**config.mk**
```make
export PLATFORM = sky130hd
export DESIGN_NAME = relu_maxpool2d
export DESIGN_NICKNAME = d
export VERILOG_FILES = /design/src/rtl/cnn_pkg.sv /design/src/rtl/relu_maxpool2d.sv
export SDC_FILE = /design/constraint.sdc
export NUM_CORES = 1
export LEC_CHECK = 0
export BUFFER_PORTS_ARGS = -buffer_cell sky130_fd_sc_hd__buf_4
export CAP_MARGIN = 0
export CORE_ASPECT_RATIO = 1.75
export CORE_MARGIN = 2
export CORE_UTILIZATION = 50
export DETAILED_ROUTE_END_ITERATION = 16
export HOLD_SLACK_MARGIN = 0.02
export PLACE_DENSITY = 0.7
export SLEW_MARGIN = 10
export SYNTH_ARGS = -nofsm -noshare
export SYNTH_HDL_FRONTEND = slang
export SYNTH_SLANG_ARGS = --single-unit
```
**constraint.sdc**
```tcl
create_clock -name clk -period 6.1 [get_ports clk]
set_input_delay 1.83 -clock clk [delete_from_list [all_inputs] [get_ports clk]]
set_output_delay 1.83 -clock clk [all_outputs]
set_load 0.1 [all_outputs]
```
**src/rtl/cnn_pkg.sv**
```systemverilog
// Shared CNN pipeline definitions: FSM state encoding, address linearisation and
// seed helpers used by the convolution and pooling stages.
package cnn_pkg;

    typedef enum logic [2:0] {
        StIdle,
        StIssue,
        StDrain,
        StWrite,
        StFinish
    } pool_state_e;

    // Row-major linear address of (ch, row, col) in a CH x h x w buffer.
    function automatic int unsigned lin3(input int unsigned ch, input int unsigned row,
                                         input int unsigned col, input int unsigned h,
                                         input int unsigned w);
        return (ch * h + row) * w + col;
    endfunction

    function automatic longint sat_min(input int unsigned width);
        return -(longint'(1) << (width - 1));
    endfunction

endpackage

```
**src/rtl/relu_maxpool2d.sv**
```systemverilog
// Fused ReLU + POOLxPOOL max-pool: reads the conv buffer window by window and writes
// one pooled word per window to the pool buffer, channel-major.
module relu_maxpool2d
    import cnn_pkg::*;
#(
    parameter int unsigned DATA_WIDTH = 16,
    parameter int unsigned CHANNELS   = 8,
    parameter int unsigned IMG_SIZE   = 28,
    parameter int unsigned POOL       = 2,
    parameter int unsigned RELU       = 1,
    localparam int unsigned OS        = IMG_SIZE / POOL,
    localparam int unsigned IN_AW     = $clog2(CHANNELS * IMG_SIZE * IMG_SIZE),
    localparam int unsigned OUT_AW    = $clog2(CHANNELS * OS * OS)
) (
    input  logic                         clk,
    input  logic                         reset,
    input  logic                         start,
    output logic [IN_AW-1:0]             in_addr,
    output logic                         in_en,
    input  logic signed [DATA_WIDTH-1:0] in_q,
    output logic [OUT_AW-1:0]            out_addr,
    output logic                         out_en,
    output logic                         out_we,
    output logic signed [DATA_WIDTH-1:0] out_d,
    output logic                         busy,
    output logic                         done
);

    localparam int unsigned CH_W = (CHANNELS > 1) ? $clog2(CHANNELS) : 1;
    localparam int unsigned OS_W = (OS > 1) ? $clog2(OS) : 1;
    localparam int unsigned P_W  = (POOL > 1) ? $clog2(POOL) : 1;

    localparam logic signed [DATA_WIDTH-1:0] SEED =
        (RELU != 0) ? '0 : DATA_WIDTH'(sat_min(DATA_WIDTH));

    if (IMG_SIZE % POOL != 0) begin : g_bad_pool
        $fatal(1, "relu_maxpool2d: IMG_SIZE must be a multiple of POOL");
    end

    pool_state_e state_q;

    logic [CH_W-1:0] ch_q;
    logic [OS_W-1:0] pr_q, pc_q;
    logic [P_W-1:0]  dr_q, dc_q;
    logic            sample_q;
    logic signed [DATA_WIDTH-1:0] max_q, max_d;

    logic            last_elem, last_win;
    logic [P_W-1:0]  nxt_dr, nxt_dc;
    logic [CH_W-1:0] nxt_ch;
    logic [OS_W-1:0] nxt_pr, nxt_pc;
    logic [IN_AW-1:0]  elem_addr, win_addr;
    logic [OUT_AW-1:0] wr_addr;

    always_comb begin
        last_elem = (dr_q == P_W'(POOL - 1)) && (dc_q == P_W'(POOL - 1));
        last_win  = (ch_q == CH_W'(CHANNELS - 1)) && (pr_q == OS_W'(OS - 1)) &&
                    (pc_q == OS_W'(OS - 1));

        nxt_dc = (dc_q == P_W'(POOL - 1)) ? '0 : dc_q + P_W'(1);
        nxt_dr = (dc_q == P_W'(POOL - 1)) ? dr_q + P_W'(1) : dr_q;

        nxt_pc = (pc_q == OS_W'(OS - 1)) ? '0 : pc_q + OS_W'(1);
        nxt_pr = pr_q;
        nxt_ch = ch_q;
        if (pc_q == OS_W'(OS - 1)) begin
            if (pr_q == OS_W'(OS - 1)) begin
                nxt_pr = '0;
                nxt_ch = ch_q + CH_W'(1);
            end else begin
                nxt_pr = pr_q + OS_W'(1);
            end
        end

        // in_q is only meaningful the cycle after an in_en cycle.
        max_d = (sample_q && (in_q > max_q)) ? in_q : max_q;

        elem_addr = IN_AW'(lin3(32'(ch_q), POOL * 32'(pr_q) + 32'(nxt_dr),
                                POOL * 32'(pc_q) + 32'(nxt_dc), IMG_SIZE, IMG_SIZE));
        win_addr  = IN_AW'(lin3(32'(nxt_ch), POOL * 32'(nxt_pr), POOL * 32'(nxt_pc),
                                IMG_SIZE, IMG_SIZE));
        wr_addr   = OUT_AW'(lin3(32'(ch_q), 32'(pr_q), 32'(pc_q), OS, OS));
    end

    always_ff @(posedge clk) begin
        if (reset) begin
            state_q  <= StIdle;
            ch_q     <= '0;
            pr_q     <= '0;
            pc_q     <= '0;
            dr_q     <= '0;
            dc_q     <= '0;
            sample_q <= 1'b0;
            max_q    <= SEED;
            in_addr  <= '0;
            in_en    <= 1'b0;
            out_addr <= '0;
            out_en   <= 1'b0;
            out_we   <= 1'b0;
            out_d    <= '0;
            busy     <= 1'b0;
            done     <= 1'b0;
        end else begin
            sample_q <= in_en;
            max_q    <= max_d;
            unique case (state_q)
                StIdle: begin
                    if (start) begin
                        state_q <= StIssue;
                        ch_q    <= '0;
                        pr_q    <= '0;
                        pc_q    <= '0;
                        dr_q    <= '0;
                        dc_q    <= '0;
                        max_q   <= SEED;
                        in_en   <= 1'b1;
                        in_addr <= '0;
                        busy    <= 1'b1;
                    end
                end
                StIssue: begin
                    if (last_elem) begin
                        in_en   <= 1'b0;
                        dr_q    <= '0;
                        dc_q    <= '0;
                        state_q <= StDrain;
                    end else begin
                        dr_q    <= nxt_dr;
                        dc_q    <= nxt_dc;
                        in_addr <= elem_addr;
                    end
                end
                StDrain: begin
                    // Last sample lands this cycle, so write the combinational max.
                    out_en   <= 1'b1;
                    out_we   <= 1'b1;
                    out_d    <= max_d;
                    out_addr <= wr_addr;
                    state_q  <= StWrite;
                end
                StWrite: begin
                    out_en <= 1'b0;
                    out_we <= 1'b0;
                    if (last_win) begin
                        done    <= 1'b1;
                        state_q <= StFinish;
                    end else begin
                        ch_q    <= nxt_ch;
                        pr_q    <= nxt_pr;
                        pc_q    <= nxt_pc;
                        max_q   <= SEED;
                        in_en   <= 1'b1;
                        in_addr <= win_addr;
                        state_q <= StIssue;
                    end
                end
                StFinish: begin
                    done    <= 1'b0;
                    busy    <= 1'b0;
                    state_q <= StIdle;
                end
                default: state_q <= StIdle;
            endcase
        end
    end

endmodule

```
; Yosys cells after proc, flatten, opt, wreduce, memory -nomap -nowiden
; Index checks and enable logic that the tools add are counted.
[totals]
register_bits = 77
inputBits = 19
output_inout_bits = 45
[op_classes]
add_sub_neg = 13
n_mul = 6
n_lt_le_gt_ge = 1
eq_ne = 12
n_mux = 40
reduce_logical = 18
[op_table]
columns = cell, n
row1 = 16-bit two-way mux, 3
row2 = 13-bit two-way mux, 3
row3 = 13-bit case mux with 3 select lines, 1
row4 = 16-bit case mux with 2 select lines, 1
row5 = 4-bit two-way mux, 6
row6 = 9-bit by 3-bit multiplier with 11-bit output (second input constant), 2
row7 = 3-bit two-way mux, 7
row8 = 3-bit by 3-bit multiplier with 6-bit output (second input constant), 3
row9 = 16-bit > comparator, 1
row10 = 4-bit case mux with 2 select lines, 2
row11 = 13-bit by 5-bit adder with 13-bit output, 1
row12 = 13-bit by 6-bit adder with 13-bit output, 1
row13 = 5-bit by 1-bit adder with 6-bit output, 2
row14 = 3-bit case mux with 4 select lines, 1
row15 = 11-bit by 4-bit adder with 11-bit output, 1
row16 = 8-bit by 3-bit multiplier with 10-bit output (second input constant), 1
row17 = 2-bit inequality test (second input constant), 5
row18 = 1-bit case mux with 2 select lines, 5
row19 = 2-bit nonzero test, 5
row20 = 8-bit by 5-bit adder with 9-bit output, 1
row21 = 8-bit by 6-bit adder with 9-bit output, 1
row22 = 1-bit two-way mux, 9
row23 = 4-bit by 1-bit adder with 4-bit output (second input constant), 2
row24 = 7-bit by 4-bit adder with 8-bit output, 1
row25 = 14 further kinds, 25

; Depth between registers and ports, before layout
; Gate-level depths: netlist of the first run.
[logic_depth]
depth_word = 9
ltp_mapped = 26
mapped_depth_nobuf = 26

; Worst setup path after synthesis of the first run
; No wires, ideal clock.
[synth_path]
kind = register to register
startpoint = reg pr_q[0]
endpoint = reg in_addr[12]
setup_time_ns = 0.080
t_arrival_ns = 5.564
slack_ns = 0.456
stages_incl_launch_ff = 25
cell_sequence = dfxtp_1 > ha_1 > nand3_1 > nor2_2 > xor2_1 > inv_1 > fa_1 > inv_1 > ha_1 > ha_1 > a21oi_1 > nor2_1 > nand2_1 > nor2_1 > o21a_1 > or3_1 > fa_1 > ha_1 > inv_1 > or4_1 > nand3_1 > nand4_1 > xnor2_1 > a22oi_1 > a211oi_2
[synth_via]
elab_chain_cells = 9
[synth_rtl]
columns = item, line
row1 = from (decl), relu_maxpool2d.sv:43  ; logic [OS_W-1:0] pr_q, pc_q;
row2 = from (signal assigned), relu_maxpool2d.sv:149  ; pr_q <= nxt_pr;
row3 = 4-bit == test, "relu_maxpool2d.sv:57, relu_maxpool2d.sv:67"
row4 = 3-bit two-way mux, relu_maxpool2d.sv:67  ; if (pr_q == OS_W'(OS - 1)) begin
row5 = 3-bit two-way mux, relu_maxpool2d.sv:66  ; if (pc_q == OS_W'(OS - 1)) begin
row6 = 3-bit by 3-bit multiplier with 6-bit output, cnn_pkg.sv:17  ; return (ch * h + row) * w + col;
row7 = 8-bit by 5-bit adder with 9-bit output, cnn_pkg.sv:17
row8 = 9-bit by 3-bit multiplier with 11-bit output, cnn_pkg.sv:17
row9 = 13-bit by 5-bit adder with 13-bit output, cnn_pkg.sv:17
row10 = 13-bit two-way mux, relu_maxpool2d.sv:144  ; if (last_win) begin
row11 = 13-bit case mux with 3 select lines, relu_maxpool2d.sv:106  ; unique case (state_q)
row12 = to (signal assigned), relu_maxpool2d.sv:130  ; in_addr <= elem_addr;
row13 = to (signal assigned), relu_maxpool2d.sv:153  ; in_addr <= win_addr;
row14 = to (decl), relu_maxpool2d.sv:18  ; output logic [IN_AW-1:0] in_addr,
; Parallel ways exist; a longest one is shown, timed or not. The select of a mux whose other input is x is not followed.
; A chain may end at the register's enable or synchronous reset.

; Final worst setup path of the first run
[layout_path]
startpoint = reg pc_q[1]
endpoint = reg in_addr[12]
[layout_via]
elab_chain_cells = 8
[layout_rtl]
columns = item, line
row1 = from (decl), relu_maxpool2d.sv:43
row2 = from (signal assigned), relu_maxpool2d.sv:150  ; pc_q <= nxt_pc;
row3 = 4-bit == test, "relu_maxpool2d.sv:58, relu_maxpool2d.sv:63, relu_maxpool2d.sv:66"
row4 = 3-bit two-way mux, relu_maxpool2d.sv:66
row5 = 3-bit by 3-bit multiplier with 6-bit output, cnn_pkg.sv:17
row6 = 8-bit by 5-bit adder with 9-bit output, cnn_pkg.sv:17
row7 = 9-bit by 3-bit multiplier with 11-bit output, cnn_pkg.sv:17
row8 = 13-bit by 5-bit adder with 13-bit output, cnn_pkg.sv:17
row9 = 13-bit two-way mux, relu_maxpool2d.sv:144
row10 = 13-bit case mux with 3 select lines, relu_maxpool2d.sv:106
; Parallel ways exist; a longest one is shown, timed or not. The select of a mux whose other input is x is not followed.

==> results of run 1 <==
## layer usage
metal | vias to the layer above | track usage | wire length [um]
met2 | 111 | 0.450 | 8290
met3 | 32 | 0.0307 | 395
li1 | 2606 | - | -
met4 | 0 | 0.0946 | 528
met5 | - | 0 | 0
met1 | 2528 | 0.226 | 5440
## final cells by class
| cell class | instances | area, um2 | area share |
|---|---|---|---|
| clock inverter | 7 | 57.6 | 0.00809 |
| multi-input combinational | 536 | 4290 | 0.603 |
| tap | 165 | 206 | 0.0290 |
| timing repair buffer | 69 | 518 | 0.0728 |
| inverter | 74 | 278 | 0.0390 |
| clock buffer | 9 | 225 | 0.0317 |
| sequential | 77 | 1540 | 0.217 |
## metrics by stage
step / TNS [ns] / power [mW]
5_1_grt: -0.0655 / 1.19
2_1_floorplan: 0 / 0.615
6_report: 0 / 1.15
3_3_place_gp: 0 / 0.651
3_5_place_dp: 0 / 0.652
4_1_cts: 0 / 1.15
## critical path, stage by stage, from the launching register on
cell,delay [ns]
dfxtp_1,0.38
inv_1,0.08
ha_1,0.21
nand3_2,0.15
nor2_4,0.20
xor2_2,0.20
inv_1,0.08
fa_1,0.51
inv_1,0.04
ha_1,0.19
inv_1,0.07
fa_1,0.48
nor2_2,0.18
a21oi_1,0.10
o21a_1,0.21
or3_1,0.38
fa_1,0.51
ha_4,0.33
inv_1,0.06
or4_1,0.53
nand3_1,0.14
nand4_1,0.14
xnor2_1,0.21
a22oi_1,0.10
a211oi_2,0.23
## worst paths after layout
check / from / end / slack (ns) / cells past startpoint
setup / recovery: pc_q[1] / in_addr[12] / 0.30 / 24
hold / removal: out_addr[9] / out_addr[9] / 0.46 / 2
setup reg to reg: pc_q[1] / in_addr[12] / 0.30 / 24
hold reg to reg: out_addr[9] / out_addr[9] / 0.46 / 2
## cells by family after synthesis
kind of cell	after synthesis	share of synthesized area
AOI/OAI and AO/OA	169	0.193
xor gates and xnor gates	43	0.0626
adders and majority gates	95	0.228
buffers and inverters	101	0.0666
DFF	77	0.251
muxes	18	0.0293
and+or+nand+nor	211	0.170
## power by group
group	leakage, nW	switching (mW)	internal [mW]
combinational	2.50	0.0841	0.0393
sequential	0.623	0.00656	0.511
clock	0.135	0.224	0.282
## cell usage after synthesis (all sizes together), types with 2 or more instances
cell type | instances | area share
a211o | 2 | 0.0031
a211oi | 34 | 0.044
a21o | 18 | 0.022
a21oi | 43 | 0.036
a221oi | 3 | 0.0043
a22o | 4 | 0.0057
a22oi | 9 | 0.011
a311o | 2 | 0.0035
a31oi | 2 | 0.0020
and3 | 5 | 0.0053
buf | 9 | 0.010
clkbuf | 18 | 0.011
dfxtp | 77 | 0.25
fa | 28 | 0.091
ha | 67 | 0.14
inv | 74 | 0.045
mux2i | 18 | 0.029
nand2 | 37 | 0.023
nand2b | 8 | 0.0082
nand3 | 14 | 0.011
nand3b | 2 | 0.0024
nand4 | 9 | 0.0092
nor2 | 81 | 0.050
nor2b | 14 | 0.014
nor3 | 14 | 0.011
nor3b | 8 | 0.0098
nor4 | 4 | 0.0065
o211ai | 3 | 0.0045
o21a | 2 | 0.0024
o21ai | 21 | 0.017
o22ai | 9 | 0.0092
o311a | 2 | 0.0033
o31ai | 4 | 0.0071
or2 | 3 | 0.0031
or3 | 6 | 0.0069
or4 | 3 | 0.0037
xnor2 | 26 | 0.038
xor2 | 17 | 0.024
## repair_timing
action | 4_1_cts | 5_1_grt
gates resized for setup | 0 | 15
setup buffers | 0 | 1
hold buffers | 0 | 0
endpoints found under the setup margin | 0 | 4
## state kept, by name, indices dropped and copies added, names as in the netlist, 3 cells and up
name      flops
pc_q          4
ch_q          3
max_q        16
pr_q          4
out_d        16
state_q       3
out_addr     11
in_addr      13
==> flow_summary_export.csv, run 1 <==
group,metric,value,unit
logic_synthesis,synthesis.nets,828,
detailed_routing,final_antenna_net_count,0,
logic_synthesis,ys_async_sr_fraction,0,
detailed_routing,drc,0,
die,die_w,87.8,um
global_route,grt_max_degree,59,
logic_synthesis,synth_edf_count,0,
timing,final_hold_viol_count,0,
die,start_util,0.512,
timing,fmaxAchievable,172,MHz
logic_synthesis,synthFlopType,"dfxtp_1",
detailed_routing,dr_total_vias,5277,
timing,fin_skew,0.00694,ns
placement,dp_slack,0.137,ns
job,cap_viol_max_count,0,
worst_setup_path,required,6.35,ns
placement,place_inst,920,
logic_synthesis,synth_cell_types,71,
global_route,grt.total_usage,0.227,
worst_setup_path,path_max_fanout,7,
timing,setup_slack,0.301,ns
final_layout,final.fill_count,1075,
final_layout,drive_above_1_share,0.154,
die,core_area,12000,um2
final_layout,mostFrequentLayoutCells,"nor2_1 (77), dfxtp_1 (76), inv_1 (73), buf_4 (69), ha_1 (65)",
clocking,root_buffer,"clkbuf_16",
worst_setup_path,end_kind,"flop",
logic_synthesis,syn_area_per_cell,8.60,um2
worst_setup_path,setup.worst_path.start_class,"flop",
global_route,first_global_vias,5255,
clocking,cts_inserted_buffers,9,
placement,gp_congestion,0.891,
final_layout,final_common_cell,"nor2_1",
timing,whs,0.459,ns
status,status,"finished, final reports clean",
clocking,clk_path_buf_depth,2,
timing,slew_headroom,0.255,
die,std_cell_rows,53,
detailed_routing,routedWlPerCell,15.6,um
power,vdd_drop_max,0.196,mV
clocking,cts_tree,"yes",
power,power.density,161,nW/um2
die,dieArea,13200,um2
global_route,grt-ovfl-total,0,
placement,dp_hpwl,11600,um
global_route,antenna_found_initial,0,
worst_setup_path,criticalPathCategory,"reg -> reg",
final_layout,num_antenna_cells,0,
logic_synthesis,seq_area_frac_synth,0.251,
timing,worst_pin_slew,1.12,ns
min_path,hold_class,"reg -> reg",
worst_setup_path,cp.arrival,6.05,ns
placement,postPlaceCellArea,6730,um2
logic_synthesis,yosysWarnings,0,
clocking,clkTransAtPathRegs,0.07,ns
die,io_pins,64,
timing,finalCritPeriodShare,0.951,
timing,report.final.setup_viol,0,
final_layout,finalNonFillerCells,937,
global_route,grt_pass1_wl,23800,um
timing,maxSlewViolCount,0,
logic_synthesis,syn_area,6140,um2
final_layout,post-route-util,0.593,
clocking,h-tree-depth,3,
detailed_routing,first_iter_violations,190,
detailed_routing,wl,14700,um
power,p_leak,3.26,nW
clocking,cts.sinks,77,
detailed_routing,routed_via_density,5.63,
final_layout,finalNetCount,881,
placement,port_buffers,63,
logic_synthesis,ys_ff_latch,77,
timing,layout_min_cycle_time,5.80,ns
detailed_routing,dr.pass1.iters,4,
clocking,insertion_delay,0.33,ns
final_layout,area_growth,15.9,%
final_layout,design_area,7110,um2
die,die_h,151,um
logic_synthesis,synth_cells,714,
(Power assumes the default switching activity.)
==> run 2, diff against run 1 <==
Settings changed: RECOVER_POWER set to 100.
==> run 2 against run 1 <==
Sequential share of layout area increased by 0.61 points. First-iteration DRC count increased by 45%. Highest routed layer unchanged. Via count decreased by 0.28%. The flow now finishes with violations (max-capacitance violations, max-slew violations). Critical endpoint unchanged.
==> flow_summary_export.csv, run 2 (synthesis results as in run 1) <==
group,metric,value,unit
worst_setup_path,path_buf_inv,5,
worst_setup_path,path_delay_family,"adder cells",
timing,layout_min_cycle_time,5.80,ns
worst_setup_path,path_max_fanout,7,
status,failed_checks,"max-capacitance violations, max-slew violations",
timing,final_hold_viol_count,0,
detailed_routing,dr_total_vias,5262,
die,start_util,0.512,
detailed_routing,drc,0,
worst_setup_path,r2r_end,"in_addr[12]",
detailed_routing,first_iter_violations,275,
final_layout,final_common_cell,"nor2_1",
worst_setup_path,endpoint,"in_addr[12]",
timing,setup_slack,0.299,ns
detailed_routing,final_antenna_net_count,0,
clocking,h-tree-depth,3,
placement,place_inst,920,
clocking,cts_tree,"yes",
final_layout,reg_top3,"max_q x16, out_d x16, in_addr x13",
detailed_routing,dr.pass1.iters,4,
placement,dp_hpwl,11600,um
clocking,ctsHoldBuffers,0,
worst_setup_path,cp_common_cell,"inv_1",
worst_setup_path,end_kind,"flop",
timing,worst_pin_slew,1.93,ns
min_path,hold_class,"reg -> reg",
global_route,grt_max_degree,59,
worst_setup_path,criticalPathCategory,"reg -> reg",
worst_setup_path,required,6.35,ns
worst_setup_path,cp.arrival,6.06,ns
worst_setup_path,reg2regPathDepth,24,
timing,fmaxAchievable,172,MHz
worst_setup_path,cp.depth,24,
power,power.density,165,nW/um2
final_layout,num_antenna_cells,0,
global_route,grt_pass1_wl,23800,um
job,cap_viol_max_count,1,
final_layout,finalNetCount,881,
placement,gp_congestion,0.891,
timing,setup_tns,0,ns
clocking,root_buffer,"clkbuf_16",
worst_setup_path,cp_cell_sequence,"inv_1 > ha_1 > nand3_2 > nor2_4 > xor2_2 > inv_1 > fa_1 > inv_1 > ha_1 > inv_1 > fa_1 > nor2_2 > a21oi_1 > o21a_1 > or3_1 > fa_1 > ha_4 > inv_1 > or4_1 > nand3_1 > nand4_1 > xnor2_1 > a22oi_1 > a211oi_2",
global_route,antenna_found_initial,0,
detailed_routing,wl,14700,um
placement,dp_slack,0.137,ns
final_layout,final.fill_count,1130,
timing,fin_skew,0.00699,ns
detailed_routing,routedWlPerCell,15.7,um
die,die_w,87.8,um
global_route,grt.total_usage,0.227,
timing,slew_headroom,-0.296,
die,std_cell_rows,53,
final_layout,drive_above_1_share,0.0907,
clocking,cts_inserted_buffers,9,
die,io_pins,64,
clocking,clkTransAtPathRegs,0.07,ns
worst_setup_path,slowest_stage,"or4_1",
global_route,grt-ovfl-total,0,
final_layout,finalNonFillerCells,937,
status,status,"finished with violations",
timing,finalCritPeriodShare,0.951,
worst_setup_path,cpPeakStageDelay,0.53,ns
power,p_leak,3.06,nW
worst_setup_path,setup.worst_path.start_class,"flop",
clocking,clk_path_buf_depth,2,
detailed_routing,routed_via_density,5.62,
worst_setup_path,crit_path_start,"pc_q[1]",
worst_setup_path,rrSetupSlack,0.30,ns
final_layout,mostFrequentLayoutCells,"nor2_1 (77), dfxtp_1 (76), inv_1 (73), ha_1 (65), clkbuf_1 (48)",
global_route,first_global_vias,5255,
power,vdd_drop_max,0.196,mV
timing,maxSlewViolCount,17,
clocking,cts.sinks,77,
clocking,insertion_delay,0.33,ns
power,finalPower,1.14,mW
die,dieArea,13200,um2
worst_setup_path,r2r_start,"pc_q[1]",
final_layout,area_growth,12.7,%
timing,report.final.setup_viol,0,
placement,port_buffers,63,
die,core_area,12000,um2
die,die_h,151,um
-- run 2: what timing repair did --
action	CTS	global route
setup endpoints to repair	0	4
resized for setup	0	15
buffers inserted	0	1
-- run 2: worst min-delay path by stage --
stage,slack (ns),cells after the start,startpoint,end
finish,0.46,2,out_addr[4],out_addr[4]
global route,0.48,2,out_addr[1],out_addr[1]
CTS,0.46,2,out_addr[9],out_addr[9]
detailed placement,0.45,2,out_addr[1],out_addr[1]
global placement,0.44,2,out_addr[9],out_addr[9]
floorplan,0.45,2,dc_q,dc_q
-- run 2: layout make-up --
type | count | area, um2 | share of cell area
Inverter | 74 | 278 | 0.0401
Clock inverter | 7 | 57.6 | 0.00832
Timing Repair Buffer | 69 | 338 | 0.0488
Clock buffer | 9 | 225 | 0.0325
Sequential cell | 77 | 1540 | 0.223
Multi-Input combinational cell | 536 | 4270 | 0.617
Tap cell | 165 | 206 | 0.0298
-- run 2: stage by stage --
step,hold WS (ns),util,cell area [um2]
after floorplan,0.449,-,6140
after global placement,0.442,0.561,6730
after detailed placement,0.454,0.561,6730
after CTS,0.462,0.585,7020
after global routing,0.482,0.577,6920
final,0.459,0.577,6920
-- run 2: power by group --
part           internal (mW)  total, mW  switching [mW]
clock network          0.282      0.507           0.225
registers              0.511      0.517         0.00654
logic                 0.0354      0.119          0.0837
total                  0.828       1.14           0.315
-- run 2: worst register-to-register path, stage by stage (launching register included) --
cell      delay [ns]
dfxtp_1         0.38
inv_1           0.08
ha_1            0.20
nand3_2         0.15
nor2_4          0.20
xor2_2          0.20
inv_1           0.08
fa_1            0.51
inv_1           0.04
ha_1            0.19
inv_1           0.07
fa_1            0.48
nor2_2          0.18
a21oi_1         0.10
o21a_1          0.21
or3_1           0.38
fa_1            0.51
ha_4            0.33
inv_1           0.06
or4_1           0.53
nand3_1         0.14
nand4_1         0.14
xnor2_1         0.21
a22oi_1         0.10
a211oi_2        0.23
-- run 2: layer usage --
layer	GRT usage	vias up	part of all wire
met5	0	-	0
met1	0.226	2512	0.37
met4	0.0946	0	0.034
met3	0.0307	30	0.031
li1	-	2607	-
met2	0.450	113	0.56
